==> src/rtl/ram_param.sv <==
// ram_param: parametrised single-port synchronous RAM with a registered read
// port, write-first read-during-write, and a post-reset clear state machine
// that zeroes every word before any request is accepted.
//
// Optional feature macro: RAM_PARITY_EN
//   defined   -> each word carries one even-parity bit; perr / perr_inject exist
//   undefined -> plain DATA_W-bit array; perr / perr_inject ports are absent
//
// Ports:
//   clk         rising-edge clock
//   rst_n       asynchronous active-low reset
//   a           word address for read and write
//   wr          write enable
//   Din         write data
//   Rd          read enable
//   Dout        registered read data (holds between reads)
//   Dvalid      one-cycle strobe per accepted read
//   busy        high while in reset or clearing; requests ignored
//   perr        parity error on the current read   (RAM_PARITY_EN only)
//   perr_inject invert stored parity on this write (RAM_PARITY_EN only)
module ram_param #(
    parameter int DATA_W = 8,
    parameter int ADDR_W = 4
) (
    input  logic              clk,
    input  logic              rst_n,
    input  logic [ADDR_W-1:0] a,
    input  logic              wr,
    input  logic [DATA_W-1:0] Din,
    input  logic              Rd,
    output logic [DATA_W-1:0] Dout,
    output logic              Dvalid,
`ifdef RAM_PARITY_EN
    output logic              busy,
    output logic              perr,
    input  logic              perr_inject
`else
    output logic              busy
`endif
);

    localparam int DEPTH = 2 ** ADDR_W;
`ifdef RAM_PARITY_EN
    localparam int MEM_W = DATA_W + 1;  // parity bit lives in the MSB
`else
    localparam int MEM_W = DATA_W;
`endif

    localparam logic [0:0] ST_INIT = 1'b0;
    localparam logic [0:0] ST_IDLE = 1'b1;

    logic [MEM_W-1:0]  mem [DEPTH];

    logic [0:0]        state_q, state_d;
    logic [ADDR_W-1:0] cnt_q, cnt_d;
    logic [DATA_W-1:0] dout_q, dout_d;
    logic              dvalid_q, dvalid_d;
`ifdef RAM_PARITY_EN
    logic              perr_q, perr_d;
`endif

    logic              mem_we;
    logic [ADDR_W-1:0] mem_wa;
    logic [MEM_W-1:0]  mem_wd;
    logic [MEM_W-1:0]  rd_word;

    assign rd_word = mem[a];

    always_comb begin
        state_d  = state_q;
        cnt_d    = cnt_q;
        dout_d   = dout_q;
        dvalid_d = 1'b0;
`ifdef RAM_PARITY_EN
        perr_d   = 1'b0;
`endif
        mem_we   = 1'b0;
        mem_wa   = a;
        mem_wd   = '0;

        if (state_q == ST_INIT) begin
            // One word cleared per edge; requests are ignored meanwhile.
            mem_we = 1'b1;
            mem_wa = cnt_q;
            cnt_d  = cnt_q + 1'b1;  // wraps to 0 after the last word
            if (&cnt_q)
                state_d = ST_IDLE;
        end else begin
            if (wr) begin
                mem_we = 1'b1;
`ifdef RAM_PARITY_EN
                mem_wd = {(^Din) ^ perr_inject, Din};
`else
                mem_wd = Din;
`endif
            end
            if (Rd) begin
                dvalid_d = 1'b1;
                if (wr) begin
                    // Write-first: the read sees the data being written.
                    dout_d = Din;
`ifdef RAM_PARITY_EN
                    // Stored parity differs from ^Din exactly when injected.
                    perr_d = perr_inject;
`endif
                end else begin
                    dout_d = rd_word[DATA_W-1:0];
`ifdef RAM_PARITY_EN
                    perr_d = (^rd_word[DATA_W-1:0]) != rd_word[DATA_W];
`endif
                end
            end
        end
    end

    // Storage is deliberately not reset; the INIT sweep clears it.
    always_ff @(posedge clk) begin
        if (mem_we)
            mem[mem_wa] <= mem_wd;
    end

    always_ff @(posedge clk or negedge rst_n) begin
        if (!rst_n) begin
            state_q  <= ST_INIT;
            cnt_q    <= '0;
            dout_q   <= '0;
            dvalid_q <= 1'b0;
`ifdef RAM_PARITY_EN
            perr_q   <= 1'b0;
`endif
        end else begin
            state_q  <= state_d;
            cnt_q    <= cnt_d;
            dout_q   <= dout_d;
            dvalid_q <= dvalid_d;
`ifdef RAM_PARITY_EN
            perr_q   <= perr_d;
`endif
        end
    end

    assign Dout   = dout_q;
    assign Dvalid = dvalid_q;
    assign busy   = (state_q == ST_INIT);
`ifdef RAM_PARITY_EN
    assign perr   = perr_q;
`endif

endmodule

==> config.mk <==
export PLATFORM = sky130hd
export DESIGN_NAME = ram_param
export DESIGN_NICKNAME = d
export VERILOG_FILES = /design/src/rtl/ram_param.sv
export SDC_FILE = /design/constraint.sdc
export NUM_CORES = 1
export LEC_CHECK = 0
export CELL_PAD_IN_SITES_DETAIL_PLACEMENT = 0
export CELL_PAD_IN_SITES_GLOBAL_PLACEMENT = 1
export CORE_ASPECT_RATIO = 1.1
export CORE_UTILIZATION = 56
export DETAILED_ROUTE_END_ITERATION = 7
export HOLD_SLACK_MARGIN = 0.06
export PLACE_DENSITY = 0.94
export SKIP_LAST_GASP = 1
export SYNTH_ARGS = -nofsm -noshare
export SYNTH_HDL_FRONTEND = slang
export SYNTH_SLANG_ARGS = --single-unit
==> constraint.sdc <==
create_clock -name clk -period 3 [get_ports clk]
set_input_delay 0.3 -clock clk [delete_from_list [all_inputs] [get_ports clk]]
set_output_delay 0.3 -clock clk [all_outputs]
set_load 0.01 [all_outputs]
======== Yosys cells after proc, flatten, opt, wreduce, memory -nomap -nowiden ========
Memory sizes are Yosys's and may differ from the RTL's. A register that Yosys moved wholly into a read port is not among the register bits.
Index checks and enable logic that the tools add are counted.
W data, S select, Z words.
storage, ports and cells
  memories ................................ 1
  input bits .............................. 16
  logic and storage cells ................. 20
  RAM bits ................................ 128
  flip-flop bits (word level) ............. 6
  output and inout port bits .............. 10
operators by class
  reductions and logical operators ........ 3
  add/subtract/negate cells ............... 1
  bitwise logic cells ..................... 1
  mux-type cells .......................... 11
memory list
  name  depth  bits a word  read ports  clocked after Yosys merged registers in  wr ports  RTL line  source
  mem   16     8            1           1                                        1         52        logic [MEM_W-1:0] mem [DEPTH];
operator list
  operator               number
  $mux W8                2
  $mux W1                8
  $add A4 B1 Y4 const B  1
  $mux W4                1
  $reduce_and A4 Y1      1
  $reduce_and A2 Y1      1
  $logic_not A1 Y1       1
  $not A1 Y1             1

======== Longest topological paths before layout ========
Gate-level depths: netlist of the first run.
  depth after elaboration ................. 4
  depth in mapped cells ................... 7
  mapped depth without buffers ............ 4

======== Worst setup path after synthesis of the first run ========
OpenSTA, ideal clock, no wires.
  path type ............................... input-to-reg
  start ................................... input port a[2]
  end ..................................... memory mem[5][0] (netlist bit), enable pin
  path buffers ............................ 3
  library setup time ...................... 0.370 ns
  arrival ................................. 1.427 ns
  required time ........................... 2.630 ns
  cell stages on the path ................. 6
  slack ................................... 1.203 ns
  path through ............................ buf_4 -> buf_8 -> buf_2 -> and3_1 -> a21oi_1 -> nor2_1
on the way
  longest elaborated chain between the ends .. 1
ends and longest elaborated chain
  what                RTL line  source
  start: declaration  27        input logic [ADDR_W-1:0] a,
  $mux W4             81        if (state_q == ST_INIT) begin
  end: declaration    52
No other way between the ends.

======== Final worst setup path of the first run ========
  start ................................... register state_q
  end ..................................... output port busy
on the way
  longest elaborated chain between the ends .. 1
ends and longest elaborated chain
  what                      RTL line  source
  start: declaration        54        logic [0:0] state_q, state_d;
  start signal: assignment  132       state_q <= state_d;
  $not A1 Y1                144       assign busy = (state_q == ST_INIT);
  end: declaration          38        output logic busy
No other way between the ends.

==> summary.txt, run 1 <==
Layout
  • Final core occ: 0.676
  • Layout cells sized above 1: 0.181
  • Post-layout net count: 380
  • P&R area growth vs syn: 16.9%
  • Register area: 0.00419 mm²
  • Area of the multi-input gates: 0.00137 mm²
  • Antenna diodes: 0
  • Design area: 0.00672 mm²
  • Filler cells: 596

Route
  • Top layer in use: met4
  • M1 WL: 5.06 mm
  • Met2 WL: 5.81 mm
  • Final WL: 12.3 mm
  • Drt wl/cell: 24.9 µm
  • Drt first pass iters: 5
  • Initial DRC Count: 395
  • Residual DRC count: 0
  • Antenna Nets Post-Route: 0
  • Via-per-instance ratio: 6.41
  • Routed wl met3: 957 µm
  • Vias post-DR: 3,181

Synthesis
  • Most instantiated cells after synthesis: edfxtp_1 (128), nor2_1 (26), mux4_2 (19), a21oi_1 (17), mux2i_1 (16)
  • Most numerous cell in the Yosys netlist: edfxtp_1
  • Synth Cell Area: 0.00574 mm²
  • Flops & latches, synth: 142
  • Synth Area per Inst: 17.9 µm²
  • Unique masters post-synth: 33
  • Ys Warns: 0
  • Synth Instances: 321
  • FFs w/ async S/R, synth: 0.0986
  • Post-Syn Nets: 338
  • Ranking of synthesized cells by area: edfxtp_1 (67%), mux4_2 (7.4%), dfrtp_1 (6.1%), mux2i_1 (2.8%), mux4_1 (2.7%)
  • Post-synth top flop: edfxtp_1
  • Synth top area share: 0.669
  • Seq/Total Area, Yosys: 0.730
  • Area leader, netlist: edfxtp_1
  • Post-synth EDFFs: 128

Floorplanning
  • Die area: 0.0107 mm²
  • Cell Rows: 38
  • Core Region: 0.00994 mm²
  • Die Ht: 108 µm
  • Initial Util: 0.578
  • Ports: 26
  • Die W: 98.6 µm

Pwr
  • Total power: 4.52 mW
  • Worst vdd ir: 0.383 mV
  • Pwr dens: 672 mW/mm²
  • P_leak: 2.54 nW

Worst hold path
  • Hold Path Class: input pin to async pin

Outcome
  • Status: completed

Worst setup path
  • R2r startpoint: state_q$_DFF_PN0_
  • Worst path required time: 2.70 ns
  • Crit path max fanout: 25
  • Crit path kind: flop to output pin
  • CP startpoint: state_q$_DFF_PN0_
  • Startpoint Class: flop
  • CP arrival: 2.19 ns
  • CP Capture Type: output pin

Timing
  • Clock Skew: 0.00789 ns
  • Final WS setup: 0.514 ns
  • Max Freq: 402 MHz
  • Slew HR: 0.496
  • Min Tclk post-route: 2.49 ns
  • Final Hold Viols: 0
  • Setup TNS: 0 ns
  • Fin crit share: 0.829
  • Fin. max-slew vios: 0
  • Worst Max-Slew Pin Slew: 0.753 ns
  • Unrepaired setup endpoints after global routing: no
  • Final setup fails: 0

Global routing
  • Largest net degree at the start of global routing: 26
  • Vias in the first global route: 3,193
  • First-pass GRT wire length: 18.8 mm
  • Gr usage total: 0.255
  • Total congestion overflow: 0
  • Initial antenna violation count: 0

Clock tree
  • Clk pin slew, worst setup/hold paths: 0.06 ns
  • Clock Path Buffers: 2
  • Post-CTS Setup Inserts: 0
  • CTS tree: done
  • H-Tree Depth: 4
  • Clk sinks: 142
  • Num CTS Buffers: 17
  • Post-cts gate resize count: 0
  • Skew-Pair Late Insertion Delay: 0.53 ns
  • Root Driver: clkbuf_8
  • Hold buffers post-CTS: 0

Place
  • Pre-CTS WS: 0.540 ns
  • Placed Area: 0.00613 mm²
  • Post-DP HPWL: 7.54 mm
  • Port bufs: 25
  • RD Place Congestion: 0.907

Job
  • Max Cap Violations: 0
-- per-stage QoR --
step	hold WS, ns	instances
floorplan	0.00441	321
global placement	0.553	464
detailed placement	0.561	464
CTS	0.175	496
global route	0.225	496
finish	0.171	496
-- flip-flops by register name (all words and copies together), names as in the netlist --
register and count:
mem 128, Dout 8, cnt_q 4, Dvalid 1, state_q 1
-- layout by cell type (no fill, tap or decap), drive strengths merged, types with 8 or more instances in the layout --
cell,n
edfxtp,128
nor2,26
mux4,25
clkdlybuf4s50,23
buf,19
a21oi,17
clkbuf,17
mux2i,16
dfrtp,14
and3,12
clkinv,11
inv,10
a31oi,10
a22oi,8
-- cell type report --
class | instances | area share
flip-flops and latches | 142 | 0.624
well taps | 120 | 0.0224
clock inverters | 15 | 0.0263
repair buffers | 42 | 0.0548
clock buffers | 17 | 0.0617
multi-input cells | 149 | 0.204
inverters | 11 | 0.00615
-- critical path, stage by stage (launching register included) --
cell and delay, ns:
dfrtp_1 0.83, inv_1 0.28, clkdlybuf4s50_1 0.55
-- path summary, 6_finish.rpt --
kind	slack, ns	end	cells after the start
max in group asynchronous	2.42	cnt_q[3]$_DFFE_PN0N_	1
min in group clk	0.50	Dout[0]$_DFFE_PN0P_	5
worst max-delay path	0.51	busy	2
worst min-delay path	0.17	Dout[2]$_DFFE_PN0P_	1
worst max register to register	0.76	mem[11][5]$_DFFE_PP_	4
worst min register to register	0.58	Dout[4]$_DFFE_PN0P_	2
-- metal layers --
| layer | vias up | GRT usage |
|---|---|---|
| li1 | 1375 | - |
| met1 | 1591 | 0.341 |
| met2 | 185 | 0.386 |
| met3 | 30 | 0.0685 |
| met4 | 0 | 0.140 |
| met5 | - | 0 |
-- power breakdown --
group / switching (mW) / leakage (nW) / internal, mW
sequential: 0.00860 / 1.49 / 2.18
clock: 0.748 / 0.291 / 1.33
combinational: 0.146 / 0.755 / 0.103
-- cells by family after synthesis --
logic type,count (synthesis),synth area share
and+or+nand+nor,53,0.0460
muxes,42,0.132
AOI/OAI and AO/OA,50,0.0545
DFF,142,0.730
xor gates and xnor gates,3,0.00458
buffers and inverters,30,0.0309
adders and majority gates,1,0.00218
Power figures use the tool's default switching activity.
==> inputs of run 2 (changes only) <==
Settings changed: CORE_UTILIZATION 56 to 47, PLACE_DENSITY 0.94 to 0.85.
Clock period 3 ns to 2.08 ns, I/O delays scaled along.
==> run 2 against run 1 <==
Net effect:
- clock skew decreased by 0.0014 ns
- sequential cell count unchanged
- largest cell class unchanged
- highest routed layer unchanged
- first-iteration DRC count decreased by 20%
- largest power group unchanged
- critical endpoint unchanged
- critical path type unchanged
==> summary.txt, run 2 (same netlist as run 1, synthesis figures left out) <==
Timing
  • Final Hold Viols: 0
  • Max Freq: 509 MHz
  • Unrepaired setup endpoints after global routing: no
  • Setup TNS: 0 ns
  • Worst Max-Slew Pin Slew: 0.841 ns
  • Final WS setup: 0.117 ns
  • WHS: 0.186 ns
  • Clock Skew: 0.00644 ns
  • Final setup fails: 0
  • Min Tclk post-route: 1.96 ns
  • Slew HR: 0.437
  • Fin. max-slew vios: 0
  • Fin crit share: 0.944

Pwr
  • Pwr dens: 900 mW/mm²
  • Total power: 6.10 mW
  • Worst vdd ir: 0.619 mV
  • P_leak: 2.56 nW

Worst setup path
  • Crit path kind: flop to output pin
  • Startpoint Class: flop
  • CP arrival: 1.76 ns
  • Worst path required time: 1.87 ns
  • CP Capture Type: output pin
  • FF-to-FF setup slack: 0.16 ns
  • R2r endpoint: mem[12][7]$_DFFE_PP_
  • Crit path max fanout: 11
  • R2r startpoint: state_q$_DFF_PN0_
  • Worst Reg-to-Reg Cells: 4

Clock tree
  • Clock Path Buffers: 2
  • Post-CTS Setup Inserts: 0
  • Root Driver: clkbuf_16
  • Clk sinks: 142
  • Clk pin slew, worst setup/hold paths: 0.05 ns
  • H-Tree Depth: 4
  • Num CTS Buffers: 17
  • Skew-Pair Late Insertion Delay: 0.42 ns
  • Post-cts gate resize count: 0
  • CTS tree: done
  • Hold buffers post-CTS: 0

Layout
  • Max reg flops: 128
  • P&R area growth vs syn: 18.0%
  • Commonest cells after routing, fill and taps aside: edfxtp_1 (128), buf_4 (30), nor2_1 (26), clkdlybuf4s50_1 (23), mux4_2 (19)
  • Layout cells sized above 1: 0.200
  • Antenna diodes: 0
  • Design area: 0.00678 mm²
  • Post-layout net count: 394
  • Most common cell after layout, fill and taps aside: edfxtp_1
  • Final core occ: 0.580
  • Non-Filler Instances: 540
  • Reg with most FFs: mem

Route
  • Drt wl/cell: 22.2 µm
  • Final WL: 12.0 mm
  • Drt first pass iters: 5
  • Initial DRC Count: 316
  • Residual DRC count: 0
  • Antenna Nets Post-Route: 0
  • Vias post-DR: 3,132
  • Via-per-instance ratio: 5.80

Global routing
  • Initial antenna violation count: 0
  • Largest net degree at the start of global routing: 29
  • First-pass GRT wire length: 18.4 mm
  • Total congestion overflow: 0
  • Gr usage total: 0.206
  • Vias in the first global route: 3,163

Place
  • RD Place Congestion: 0.817
  • Placed Area: 0.00628 mm²
  • Placed Cells: 508
  • Port bufs: 25
  • Post-DP HPWL: 7.86 mm
  • Pre-CTS WS: -0.144 ns

Floorplanning
  • Cell Rows: 41
  • Core Region: 0.0117 mm²
  • Die area: 0.0127 mm²
  • Ports: 26
  • Initial Util: 0.491
  • Die W: 107 µm
  • Die Ht: 118 µm

Worst hold path
  • Hold Path Class: input pin to async pin

Outcome
  • Status: completed

Job
  • Max Cap Violations: 0
run 2: final cells by class:
type / instances / area [µm²]
multi-input cells: 149 / 1370
clock inverters: 7 / 41.3
clock buffers: 25 / 455
well taps: 150 / 188
fillers: 835 / 4920
flip-flops and latches: 142 / 4200
inverters: 11 / 41.3
repair buffers: 56 / 485
run 2: where the power goes:
part / internal, mW / total (mW) / leakage, nW / switching (mW)
Sequential: 3.15 / 3.16 / 1.49 / 0.0126
Combinational: 0.168 / 0.383 / 0.826 / 0.214
Clock: 1.51 / 2.56 / 0.244 / 1.05
run 2: worst max-delay path by stage:
stage | start | end | slack (ns) | cells past startpoint
detailed placement | wr | mem[8][3]$_DFFE_PP_ | -0.14 | 4
global placement | wr | mem[8][0]$_DFFE_PP_ | -0.08 | 4
finish | state_q$_DFF_PN0_ | busy | 0.12 | 3
CTS | state_q$_DFF_PN0_ | mem[12][7]$_DFFE_PP_ | 0.04 | 4
floorplan | state_q$_DFF_PN0_ | mem[0][0]$_DFFE_PP_ | 0.35 | 5
global route | state_q$_DFF_PN0_ | mem[13][2]$_DFFE_PP_ | 0.06 | 4
run 2: worst max-delay path: stages, from the launching register on:
cell	delay, ns
dfrtp_2	0.49
inv_1	0.17
buf_4	0.15
clkdlybuf4s50_1	0.52
run 2: layer usage:
| metal | part of all wire | wire [µm] | up-vias | GRT usage |
|---|---|---|---|---|
| met4 | 0.025 | 300 | 0 | 0.0925 |
| met5 | 0 | 0 | - | 0 |
| met2 | 0.50 | 5940 | 132 | 0.331 |
| li1 | - | - | 1397 | - |
| met3 | 0.067 | 803 | 25 | 0.0509 |
| met1 | 0.41 | 4950 | 1578 | 0.264 |
